**src/rtl/alu_sched_pkg.sv**
```systemverilog
`default_nettype none
// ============================================================================
//  Module      : alu_sched_pkg
//  Description : Shared types and constants for the lockstep ALU scheduler.
//                Holds the controller state encoding, the datapath widths
//                of the alu_xor_4 macro and the lane-compare helper.
//  Revision    : 1.0  initial release
// ============================================================================
package alu_sched_pkg;

    localparam int SEL_W  = 2;    // ALU op-select width
    localparam int DATA_W = 4;    // ALU operand / result width

    typedef enum logic [2:0] {
        IDLE  = 3'd0,
        ISSUE = 3'd1,
        WAIT  = 3'd2,
        CHECK = 3'd3,
        RESP  = 3'd4
    } state_t;

    // The two lanes disagree if any result bit differs or the carries differ.
    function automatic logic lane_mismatch(input logic [DATA_W-1:0] x,
                                           input logic              y);
        return (x != '0) || y;
    endfunction

endpackage
`default_nettype wire

```
**src/rtl/rr_arbiter.sv**
```systemverilog
`default_nettype none
// ============================================================================
//  Module      : rr_arbiter
//  Description : NREQ-wide round-robin arbiter (NREQ = 2..4). Offers a
//                one-hot grant to the first requester at or after the
//                pointer; the pointer moves past the winner only when the
//                grant is accepted.
//  Ports       : clk, rst          clock, synchronous active-high reset
//                i_req             request vector
//                i_accept          consumer takes the offered grant
//                o_grant           one-hot grant offer
//                o_grant_idx       binary index of the offered grant
//                o_grant_valid     some requester is offered
//  Revision    : 1.0  initial release
// ============================================================================
module rr_arbiter #(
    parameter int NREQ = 2
) (
    input  logic            clk,
    input  logic            rst,
    input  logic [NREQ-1:0] i_req,
    input  logic            i_accept,
    output logic [NREQ-1:0] o_grant,
    output logic [1:0]      o_grant_idx,
    output logic            o_grant_valid
);

    logic [1:0] r_ptr_q;
    logic [1:0] w_ptr_d;
    logic [2:0] w_dist;
    logic [2:0] w_best_dist;

    // Each active requester is ranked by its distance from the pointer
    // (modulo NREQ); the smallest distance wins.
    always_comb begin
        o_grant       = '0;
        o_grant_idx   = '0;
        o_grant_valid = 1'b0;
        w_dist        = '0;
        w_best_dist   = '0;
        w_ptr_d       = r_ptr_q;

        for (int i = 0; i < NREQ; i++) begin
            w_dist = 3'(i) + 3'(NREQ) - {1'b0, r_ptr_q};
            if (w_dist >= 3'(NREQ)) begin
                w_dist = w_dist - 3'(NREQ);
            end
            if (i_req[i] && (!o_grant_valid || (w_dist < w_best_dist))) begin
                o_grant_valid = 1'b1;
                w_best_dist   = w_dist;
                o_grant_idx   = 2'(i);
            end
        end

        for (int i = 0; i < NREQ; i++) begin
            o_grant[i] = o_grant_valid && (o_grant_idx == 2'(i));
        end

        if (i_accept && o_grant_valid) begin
            w_ptr_d = (o_grant_idx == 2'(NREQ - 1)) ? 2'd0 : o_grant_idx + 2'd1;
        end
    end

    always_ff @(posedge clk) begin
        if (rst) begin
            r_ptr_q <= '0;
        end else begin
            r_ptr_q <= w_ptr_d;
        end
    end

endmodule
`default_nettype wire

```
**src/rtl/alu_lockstep_sched.sv**
```systemverilog
`default_nettype none
// ============================================================================
//  Module      : alu_lockstep_sched
//  Description : Controller/arbiter for the dual-lane lockstep alu_xor_4
//                macro. Grants requesters round-robin, drives identical
//                operands into both lanes, checks the lane-compare outputs
//                after ALU_LAT cycles, retries on mismatch and returns the
//                result with a fault flag. Keeps a saturating mismatch
//                counter and a sticky fault flag.
//  Ports       : wb_clk_i, wb_rst_i        clock, sync active-high reset
//                req_valid_i/req_ready_o   request handshake (ready = grant)
//                req_a_i/req_b_i/req_sel_i packed per-requester operands
//                rsp_*                     response channel
//                alu_*_o / alu_*_i         lane operands and lane results
//                clr_err_i                 clears err_count_o/fault_sticky_o
//                err_count_o, fault_sticky_o  error status
//  Revision    : 1.0  initial release
// ============================================================================
module alu_lockstep_sched #(
    parameter int NREQ      = 2,
    parameter int ALU_LAT   = 1,
    parameter int MAX_RETRY = 2,
    parameter int ERR_W     = 8
) (
    input  logic              wb_clk_i,
    input  logic              wb_rst_i,
    input  logic [NREQ-1:0]   req_valid_i,
    output logic [NREQ-1:0]   req_ready_o,
    input  logic [4*NREQ-1:0] req_a_i,
    input  logic [4*NREQ-1:0] req_b_i,
    input  logic [2*NREQ-1:0] req_sel_i,
    output logic              rsp_valid_o,
    input  logic              rsp_ready_i,
    output logic [1:0]        rsp_id_o,
    output logic [3:0]        rsp_result_o,
    output logic              rsp_carry_o,
    output logic              rsp_fault_o,
    output logic [3:0]        alu_a0_o,
    output logic [3:0]        alu_b0_o,
    output logic [3:0]        alu_a1_o,
    output logic [3:0]        alu_b1_o,
    output logic [1:0]        alu_sel1_o,
    output logic [1:0]        alu_sel2_o,
    input  logic [3:0]        alu_out1_i,
    input  logic              alu_carry1_i,
    input  logic [3:0]        alu_x_i,
    input  logic              alu_y_i,
    input  logic              clr_err_i,
    output logic [ERR_W-1:0]  err_count_o,
    output logic              fault_sticky_o
);

    import alu_sched_pkg::*;

    localparam int                 RETRY_W     = $clog2(MAX_RETRY + 2);
    localparam logic [RETRY_W-1:0] C_MAX_RETRY = RETRY_W'(MAX_RETRY);
    localparam int                 WAIT_W      = 2;
    localparam logic [WAIT_W-1:0]  C_WAIT_LOAD = WAIT_W'(ALU_LAT - 1);

    state_t              r_state_q,  w_state_d;
    logic [1:0]          r_id_q,     w_id_d;
    logic [DATA_W-1:0]   r_a_q,      w_a_d;
    logic [DATA_W-1:0]   r_b_q,      w_b_d;
    logic [SEL_W-1:0]    r_sel_q,    w_sel_d;
    logic [DATA_W-1:0]   r_result_q, w_result_d;
    logic                r_carry_q,  w_carry_d;
    logic                r_fault_q,  w_fault_d;
    logic [RETRY_W-1:0]  r_retry_q,  w_retry_d;
    logic [WAIT_W-1:0]   r_wait_q,   w_wait_d;
    logic [ERR_W-1:0]    r_err_q,    w_err_d;
    logic                r_sticky_q, w_sticky_d;

    logic [NREQ-1:0]     w_arb_grant;
    logic [1:0]          w_arb_idx;
    logic                w_arb_valid;
    logic                w_accept;
    logic [DATA_W-1:0]   w_req_a;
    logic [DATA_W-1:0]   w_req_b;
    logic [SEL_W-1:0]    w_req_sel;
    logic                w_mismatch;
    logic                w_drive;

    // ------------------------------------------------------------------
    // Arbitration: a grant is only offered while idle and out of reset.
    // ------------------------------------------------------------------
    assign w_accept = (r_state_q == IDLE) && !wb_rst_i && w_arb_valid;

    rr_arbiter #(
        .NREQ (NREQ)
    ) u_rr_arbiter (
        .clk           (wb_clk_i),
        .rst           (wb_rst_i),
        .i_req         (req_valid_i),
        .i_accept      (w_accept),
        .o_grant       (w_arb_grant),
        .o_grant_idx   (w_arb_idx),
        .o_grant_valid (w_arb_valid)
    );

    assign req_ready_o = w_accept ? w_arb_grant : '0;

    // Select the granted requester's operands.
    always_comb begin
        w_req_a   = '0;
        w_req_b   = '0;
        w_req_sel = '0;
        for (int i = 0; i < NREQ; i++) begin
            if (w_arb_grant[i]) begin
                w_req_a   = req_a_i[i*DATA_W +: DATA_W];
                w_req_b   = req_b_i[i*DATA_W +: DATA_W];
                w_req_sel = req_sel_i[i*SEL_W +: SEL_W];
            end
        end
    end

    assign w_mismatch = lane_mismatch(alu_x_i, alu_y_i);

    // ------------------------------------------------------------------
    // Controller next-state logic.
    // ------------------------------------------------------------------
    always_comb begin
        w_state_d  = r_state_q;
        w_id_d     = r_id_q;
        w_a_d      = r_a_q;
        w_b_d      = r_b_q;
        w_sel_d    = r_sel_q;
        w_result_d = r_result_q;
        w_carry_d  = r_carry_q;
        w_fault_d  = r_fault_q;
        w_retry_d  = r_retry_q;
        w_wait_d   = r_wait_q;
        w_err_d    = r_err_q;
        w_sticky_d = r_sticky_q;

        case (r_state_q)
            IDLE: begin
                if (w_accept) begin
                    w_id_d    = w_arb_idx;
                    w_a_d     = w_req_a;
                    w_b_d     = w_req_b;
                    w_sel_d   = w_req_sel;
                    w_retry_d = '0;
                    w_state_d = ISSUE;
                end
            end

            ISSUE: begin
                // ISSUE is itself the first operand-stable cycle, so a
                // single-cycle ALU needs no WAIT cycles at all.
                w_wait_d  = C_WAIT_LOAD;
                w_state_d = (C_WAIT_LOAD == '0) ? CHECK : WAIT;
            end

            WAIT: begin
                w_wait_d = r_wait_q - WAIT_W'(1);
                if (r_wait_q <= WAIT_W'(1)) begin
                    w_state_d = CHECK;
                end
            end

            CHECK: begin
                if (w_mismatch && (r_err_q != '1)) begin
                    w_err_d = r_err_q + ERR_W'(1);
                end
                if (w_mismatch && (r_retry_q < C_MAX_RETRY)) begin
                    w_retry_d = r_retry_q + RETRY_W'(1);
                    w_state_d = ISSUE;
                end else begin
                    w_result_d = alu_out1_i;
                    w_carry_d  = alu_carry1_i;
                    w_fault_d  = w_mismatch;
                    if (w_mismatch) begin
                        w_sticky_d = 1'b1;
                    end
                    w_state_d = RESP;
                end
            end

            RESP: begin
                if (rsp_ready_i) begin
                    w_state_d = IDLE;
                end
            end

            default: begin
                w_state_d = IDLE;
            end
        endcase

        // Clearing wins over a same-cycle increment or fault report.
        if (clr_err_i) begin
            w_err_d    = '0;
            w_sticky_d = 1'b0;
        end
    end

    always_ff @(posedge wb_clk_i) begin
        if (wb_rst_i) begin
            r_state_q  <= IDLE;
            r_id_q     <= '0;
            r_a_q      <= '0;
            r_b_q      <= '0;
            r_sel_q    <= '0;
            r_result_q <= '0;
            r_carry_q  <= 1'b0;
            r_fault_q  <= 1'b0;
            r_retry_q  <= '0;
            r_wait_q   <= '0;
            r_err_q    <= '0;
            r_sticky_q <= 1'b0;
        end else begin
            r_state_q  <= w_state_d;
            r_id_q     <= w_id_d;
            r_a_q      <= w_a_d;
            r_b_q      <= w_b_d;
            r_sel_q    <= w_sel_d;
            r_result_q <= w_result_d;
            r_carry_q  <= w_carry_d;
            r_fault_q  <= w_fault_d;
            r_retry_q  <= w_retry_d;
            r_wait_q   <= w_wait_d;
            r_err_q    <= w_err_d;
            r_sticky_q <= w_sticky_d;
        end
    end

    // ------------------------------------------------------------------
    // Outputs. Lane operands stay driven through CHECK so that the lanes
    // still see the same inputs at the sampling point.
    // ------------------------------------------------------------------
    assign w_drive = (r_state_q == ISSUE) || (r_state_q == WAIT) ||
                     (r_state_q == CHECK);

    assign alu_a0_o   = w_drive ? r_a_q   : '0;
    assign alu_a1_o   = w_drive ? r_a_q   : '0;
    assign alu_b0_o   = w_drive ? r_b_q   : '0;
    assign alu_b1_o   = w_drive ? r_b_q   : '0;
    assign alu_sel1_o = w_drive ? r_sel_q : '0;
    assign alu_sel2_o = w_drive ? r_sel_q : '0;

    assign rsp_valid_o    = (r_state_q == RESP);
    assign rsp_id_o       = r_id_q;
    assign rsp_result_o   = r_result_q;
    assign rsp_carry_o    = r_carry_q;
    assign rsp_fault_o    = r_fault_q;
    assign err_count_o    = r_err_q;
    assign fault_sticky_o = r_sticky_q;

endmodule
`default_nettype wire

```
**config.mk**
```make
export PLATFORM = sky130hd
export DESIGN_NAME = alu_lockstep_sched
export DESIGN_NICKNAME = d
export VERILOG_FILES = /design/src/rtl/alu_sched_pkg.sv /design/src/rtl/rr_arbiter.sv /design/src/rtl/alu_lockstep_sched.sv
export SDC_FILE = /design/constraint.sdc
export NUM_CORES = 1
export LEC_CHECK = 0
export CORE_UTILIZATION = 39
export CTS_CLUSTER_SIZE = 40
export DETAILED_ROUTE_END_ITERATION = 10
export PLACE_DENSITY = 0.81
export SYNTH_ARGS = -nofsm -noshare
export SYNTH_HDL_FRONTEND = slang
export SYNTH_HIERARCHICAL = 1
export SYNTH_SLANG_ARGS = --single-unit
```
**constraint.sdc**
```tcl
create_clock -name wb_clk_i -period 1.6 [get_ports wb_clk_i]
set_input_delay 0.16 -clock wb_clk_i [delete_from_list [all_inputs] [get_ports wb_clk_i]]
set_output_delay 0.16 -clock wb_clk_i [all_outputs]
set_load 0.02 [all_outputs]
```
# == After elaboration in Yosys (flattened, before gate mapping) ==
# Cells that the tools add are included.
# totals
inputBits,36
latch_bits,0
romBits,0
regBits,36
memories,0
ram_bits,0
output_inout_bits,40
word_cells,89
# classes
div_mod_pow,0
add_sub_neg,8
n_lt_le_gt_ge,5
n_eq_ne,10
shift,0
bitwise,1
mul,0
n_mux,26
reduce_logical,26
# op_table
op,n
two-way mux 4 bit,6
two-way mux 3 bit,7
one-hot mux 3 bit (5 select lines),1
two-way mux 2 bit,7
AND reduction 3 bit,3
"adder 8 x 1 -> 8 bit, second input constant",1
logical AND 1 bit,8
"!= test 8 bit, second input constant",1
one-hot mux 2 bit (2 select lines),2
"== test 3 x 2 -> 1 bit, second input constant",2
"greater-or-equal comparator 3 x 2 -> 1 bit, second input constant",2
AND reduction 2 bit,3
"subtractor 2 x 2 -> 3 bit, first input constant",2
"subtractor 3 x 2 -> 3 bit, second input constant",2
logical OR 1 bit,4
"!= test 2 x 1 -> 1 bit, second input constant",2
"!= test 2 bit, second input constant",2
nonzero test 2 bit,2
nonzero test 4 bit,1
"== test 3 x 1 -> 1 bit, second input constant",1
"== test 3 bit, second input constant",1
zero test 3 bit,1
< comparator 3 bit,1
two-way mux 1 bit,3
10 further kinds,11

# == Longest topological paths before layout ==
# Gate-level depths: netlist of the first run.
# logic_depth
word_depth,12
depth_mapped,8
mapped_depth_nobuf,8

# == Hierarchy ==
# The synthesis of the first run kept the hierarchy.
# modules_own_cells
module,cells_each,instances,area_per_inst_um2,seq_area_each_um2
alu_lockstep_sched,211,1,1730.4,680.7
rr_arbiter,15,1,130.1,20.0

# == Worst setup path after synthesis of the first run ==
# OpenSTA, ideal clock, no wires.
# synth_path
path_kind,flip-flop to flip-flop
from,register r_state_q[2]
to,"register r_err_q[5], in the netlist err_count_o[5]"
period_less_slack_ns,1.601
t_arrival_ns,1.531
setup_time_ns,0.070
path_slack_ns,-0.001
required_ns,1.530
stages_incl_launch_ff,7
path_buffers,2
cell_sequence,dfxtp_1 buf_6 nand3b_4 a21o_1 buf_6 or4b_1 a21oi_1
# synth_via
elab_chain_cells,2
# synth_rtl
element,line,source
from (decl),alu_lockstep_sched.sv:60,"state_t r_state_q, w_state_d;"
from (signal assigned),alu_lockstep_sched.sv:212,r_state_q <= w_state_d;
== test 3 x 2 -> 1 bit,alu_lockstep_sched.sv:135,case (r_state_q)
AND reduction 2 bit (no source line),n/a,
to (signal assigned),alu_lockstep_sched.sv:222,r_err_q <= w_err_d;
to (decl),alu_lockstep_sched.sv:70,"logic [ERR_W-1:0] r_err_q, w_err_d;"
# Every way passes these cells.
# A chain may end at the register's enable or synchronous reset.

# == Worst setup path in the final report of the first run ==
# layout_path
from,register u_rr_arbiter.r_ptr_q[0]
to,output port req_ready_o[0]
# layout_via
elab_chain_cells,11
word_cells_on_any_way,18
classes_between,add/sub (4); order compare (3); mux (6); reduce/logical (5)
# layout_rtl
element,line,source
from (decl),rr_arbiter.sv:28,logic [1:0] r_ptr_q;
from (signal assigned),rr_arbiter.sv:68,r_ptr_q <= w_ptr_d;
subtractor 2 x 2 -> 3 bit,rr_arbiter.sv:44,"w_dist = 3'(i) + 3'(NREQ) - {1'b0, r_ptr_q};"
subtractor 3 x 2 -> 3 bit / greater-or-equal comparator 3 x 2 -> 1 bit (equally long branches),"rr_arbiter.sv:46, rr_arbiter.sv:45",
two-way mux 3 bit,rr_arbiter.sv:45,if (w_dist >= 3'(NREQ)) begin
two-way mux 3 bit,rr_arbiter.sv:48,if (i_req[i] && (!o_grant_valid || (w_dist < w_best_dist))) begin
< comparator 3 bit (*),rr_arbiter.sv:48,
logical OR 1 bit (*),rr_arbiter.sv:48,
logical AND 1 bit (*),rr_arbiter.sv:48,
two-way mux 1 bit,rr_arbiter.sv:48,
zero test 2 bit,rr_arbiter.sv:56,o_grant[i] = o_grant_valid && (o_grant_idx == 2'(i));
logical AND 1 bit (*),rr_arbiter.sv:56,
via w_arb_grant[0],alu_lockstep_sched.sv:73,logic [NREQ-1:0] w_arb_grant;
two-way mux 2 bit (*),alu_lockstep_sched.sv:100,assign req_ready_o = w_accept ? w_arb_grant : '0;
to (decl),alu_lockstep_sched.sv:28,"output logic [NREQ-1:0] req_ready_o,"
# The timed path passes the listed nets; every way through them passes the cells marked *.

==> results of run 1 <==
-- area by class of cell --
type | count | area share
Tap cell | 52 | 0.0231
Sequential cell | 35 | 0.250
Multi-Input combinational cell | 169 | 0.384
Timing Repair Buffer | 103 | 0.310
Clock inverter | 1 | 0.00177
Inverter | 3 | 0.00444
Clock buffer | 7 | 0.0271
-- power breakdown --
part	switching, W	internal [W]
clock	0.000304	0.000305
sequential	0.0000260	0.000914
combinational	0.000252	0.000258
-- routing by layer --
| metal | up-vias | GRT usage | wire length, µm |
|---|---|---|---|
| met5 | - | 0 | 0 |
| li1 | 970 | - | - |
| met2 | 68 | 0.334 | 2350 |
| met3 | 5 | 0.0541 | 326 |
| met4 | 0 | 0.0622 | 40 |
| met1 | 886 | 0.233 | 2160 |
-- through the flow --
stage | power, W | utilization | hold slack, ns | setup WS [ns] | cells
after floorplan | 0.00123 | - | 0.232 | 0.0162 | 229
after global placement | 0.00145 | 0.610 | 0.448 | -0.436 | 359
after detailed placement | 0.00146 | 0.610 | 0.460 | -0.619 | 359
after CTS | 0.00206 | 0.632 | 0.438 | 0.000883 | 367
after global routing | 0.00217 | 0.630 | 0.460 | -0.0378 | 370
final | 0.00206 | 0.630 | 0.443 | 0.0194 | 370
-- final timing paths --
path	end	slack, ns	depth (start not counted)
worst max-delay path	req_ready_o[0]	0.02	6
worst min register to register	fault_sticky_o	0.48	2
worst min-delay path	rsp_result_o[0]	0.44	3
worst max register to register	err_count_o[7]	0.08	5
-- state kept, by name, summed over array words and instances (netlist names) --
signal / flops
r_b_q: 4
r_retry_q: 2
r_a_q: 4
rsp_result_o: 4
rsp_fault_o: 1
r_state_q: 3
u_rr_arbiter/r_ptr_q: 1
rsp_id_o: 2
fault_sticky_o: 1
r_wait_q: 2
rsp_carry_o: 1
r_sel_q: 2
err_count_o: 8
-- what timing repair did --
action                                 4_1_cts  5_1_grt
endpoints found under the hold margin        0        0
setup endpoints to repair                   32       45
cloned                                       0        1
pin swaps                                    0        5
resized for setup                           65       35
setup buffers                                0        2
-- critical path, cell delays in order (launching register included) --
cell and delay, ns:
dfxtp_2 0.32, nor2b_1 0.13, o31ai_2 0.09, buf_4 0.15, a21boi_4 0.18, and2_4 0.17, buf_6 0.10
-- cells in the mapped netlist (all sizes together) (2+ instances only) --
master   n
dfxtp   35
nor2    23
buf     18
a21oi   17
and2    16
o21ai   16
nor3    15
nand2   11
nand2b  10
a221oi   9
nor2b    7
clkbuf   5
nand3    5
ha       4
o31ai    4
o41ai    3
or4      3
a311oi   2
conb     2
inv      2
mux2i    2
nand3b   2
or2      2
-- cell families (layout without fill, tap and decap cells) --
family | after synthesis | count (layout)
other cells | 2 | 5
buf+inv | 26 | 114
compound gates | 58 | 58
fa+ha+maj | 4 | 4
simple gates | 98 | 99
flops | 35 | 35
xor+xnor | 1 | 1
mux | 2 | 2
==> metrics.md, run 1 <==
| Metric | Value |
|---|---|
| Peak supply drop | between 0.0004 and 0.0005 V |
| Critical Path Sink Type | output port |
| Die X | ~71 µm |
| 1st-iter DRT viols | 91 |
| Share of cells above drive strength 1 | 0.258 |
| Final Max Tran Viols | 0 |
| Multi-input logic area | about 1100 µm² |
| Post-route cell area | about 2800 µm² |
| XOR/XNOR share of the synthesized area | 0.00471 |
| Synthesized area per cell | between 8 and 9 µm² |
| Nets | 357 |
| Post-layout minimum cycle time | approximately 1.6 ns |
| GRT Total Usage | 0.194 |
| Largest family of logic cells by synthesized area | simple AND/OR/NAND/NOR gates |
| Seq. cell area | ~700 µm² |
| Vias in the first global route | 1794 |
| IO buf count | 75 |
| Max Buffers Root-to-Sink | 2 |
| Skew-Pair Late Insertion Delay | about 0.28 ns |
| DRC violations left | 9 |
| Fmax | roughly 630 MHz |
| Final hold vios | 0 |
| Placer Congestion | just over 0.8 |
| Antenna violations before repair | 0 |
| CP Class | flop to output port |
| Failing checks | design-rule violations |
| Mapped cell area | 1860 µm² |
| Startpoint class of the critical path | flop |
| Tcrit/Tclk final | 0.988 |
| Main area contributors after synthesis | dfxtp_1 (38%), buf_4 (5.2%), nor2_1 (4.6%), a21oi_1 (4.6%), o21ai_0 (4.3%) |
| Synth Area in Compound Gates | 0.204 |
| Die area | a little over 5000 µm² |
| Min-Delay Startpoint | alu_out1_i[0] |
| Via Count | roughly 1900 |
| Flops & latches, synth | 35 |
| # setup viols final | 0 |
| Crit-path max FO | 4 |
| Top cell type by total area after synthesis | dfxtp_1 |
| Number of synthesized flops with an enable pin | 0 |
| CP startpoint | u_rr_arbiter/r_ptr_q[0] |
| Critical path required time | 1.44 ns |
| Gr ovfl total | 0 |
| Core ar. | ~4500 µm² |
| Chip height | 71.1 µm |
| Synth Flop Type | dfxtp_1 |
| PD cells | around 730 nW/µm² |
| Detailed-route wire length per cell | between 10 and 15 µm |
| Site row count | 24 |
| Total clock sinks | 35 |
| Outcome | complete, but fails checks |
| Filler cell count in the final layout | approximately 430 |
| Syn Inst Count | approximately 230 |
| Clock skew | between 0.008 and 0.009 ns |
| IO Pins | 76 |
| Clock slew at reported path FFs | around 0.070 ns |
| Critical path arrival | between 1 and 1.5 ns |
| Commonest cells after routing, fill and taps aside | clkdlybuf4s50_1 (51), dfxtp_1 (32), buf_4 (29) |
| Global-route wire length before repair | between 7 and 8 mm |
| Hold Crit Class | primary input to flop |
| Num CTS Buffers | 5 |
| RSZ-0062 raised after global routing | true |
| Cell variety after synth | 43 |
| N_diodes | 0 |
| Cts hold-fix bufs | 0 |
| CTS tree | built |
| Pin count of the biggest net entering global routing | 33 |
| Layout Area Growth over Synthesis | 51.6% |
| Max-cap violation count | 0 |
| Async SR Flop Fraction | 0 |
| Htree depth | 2 |
| Total wire length | between 4 and 5 mm |
| Initial DRT Pass Iterations | 7 |
| Post-Synth Simple-Gate Area | 0.285 |
| Reg2Reg Launch Point | r_state_q[0] |
| DP Wirelength | around 3.4 mm |
| Root Driver | clkbuf_8 |
| Placement Cell Area | ~2700 µm² |
| Top cell type's share of synthesized area | 0.377 |
| Synth warn | 6 |
| Via/cell ratio | around 5.2 |
| Sequential-to-total area share from yosys stat | 0.377 |
| Initial Util | 0.416 |
| Commonest non-fill, non-tap cell in the layout | clkdlybuf4s50_1 |
| Post-synthesis mux area share | 0.0108 |
| P_leak | roughly 1.1 nW |
| Post-DRT Antenna Nets | 0 |
| Adder-cell share of the synthesized area | 0.0269 |
| Fin Setup TNS | 0 ns |
(Power assumes the default switching activity.)
==> run 2: changes to the inputs <==
- CTS_CLUSTER_SIZE: 40 -> 28
==> results of run 2 <==
Same layout as run 1: the final DEF is identical, and so are final timing and power.
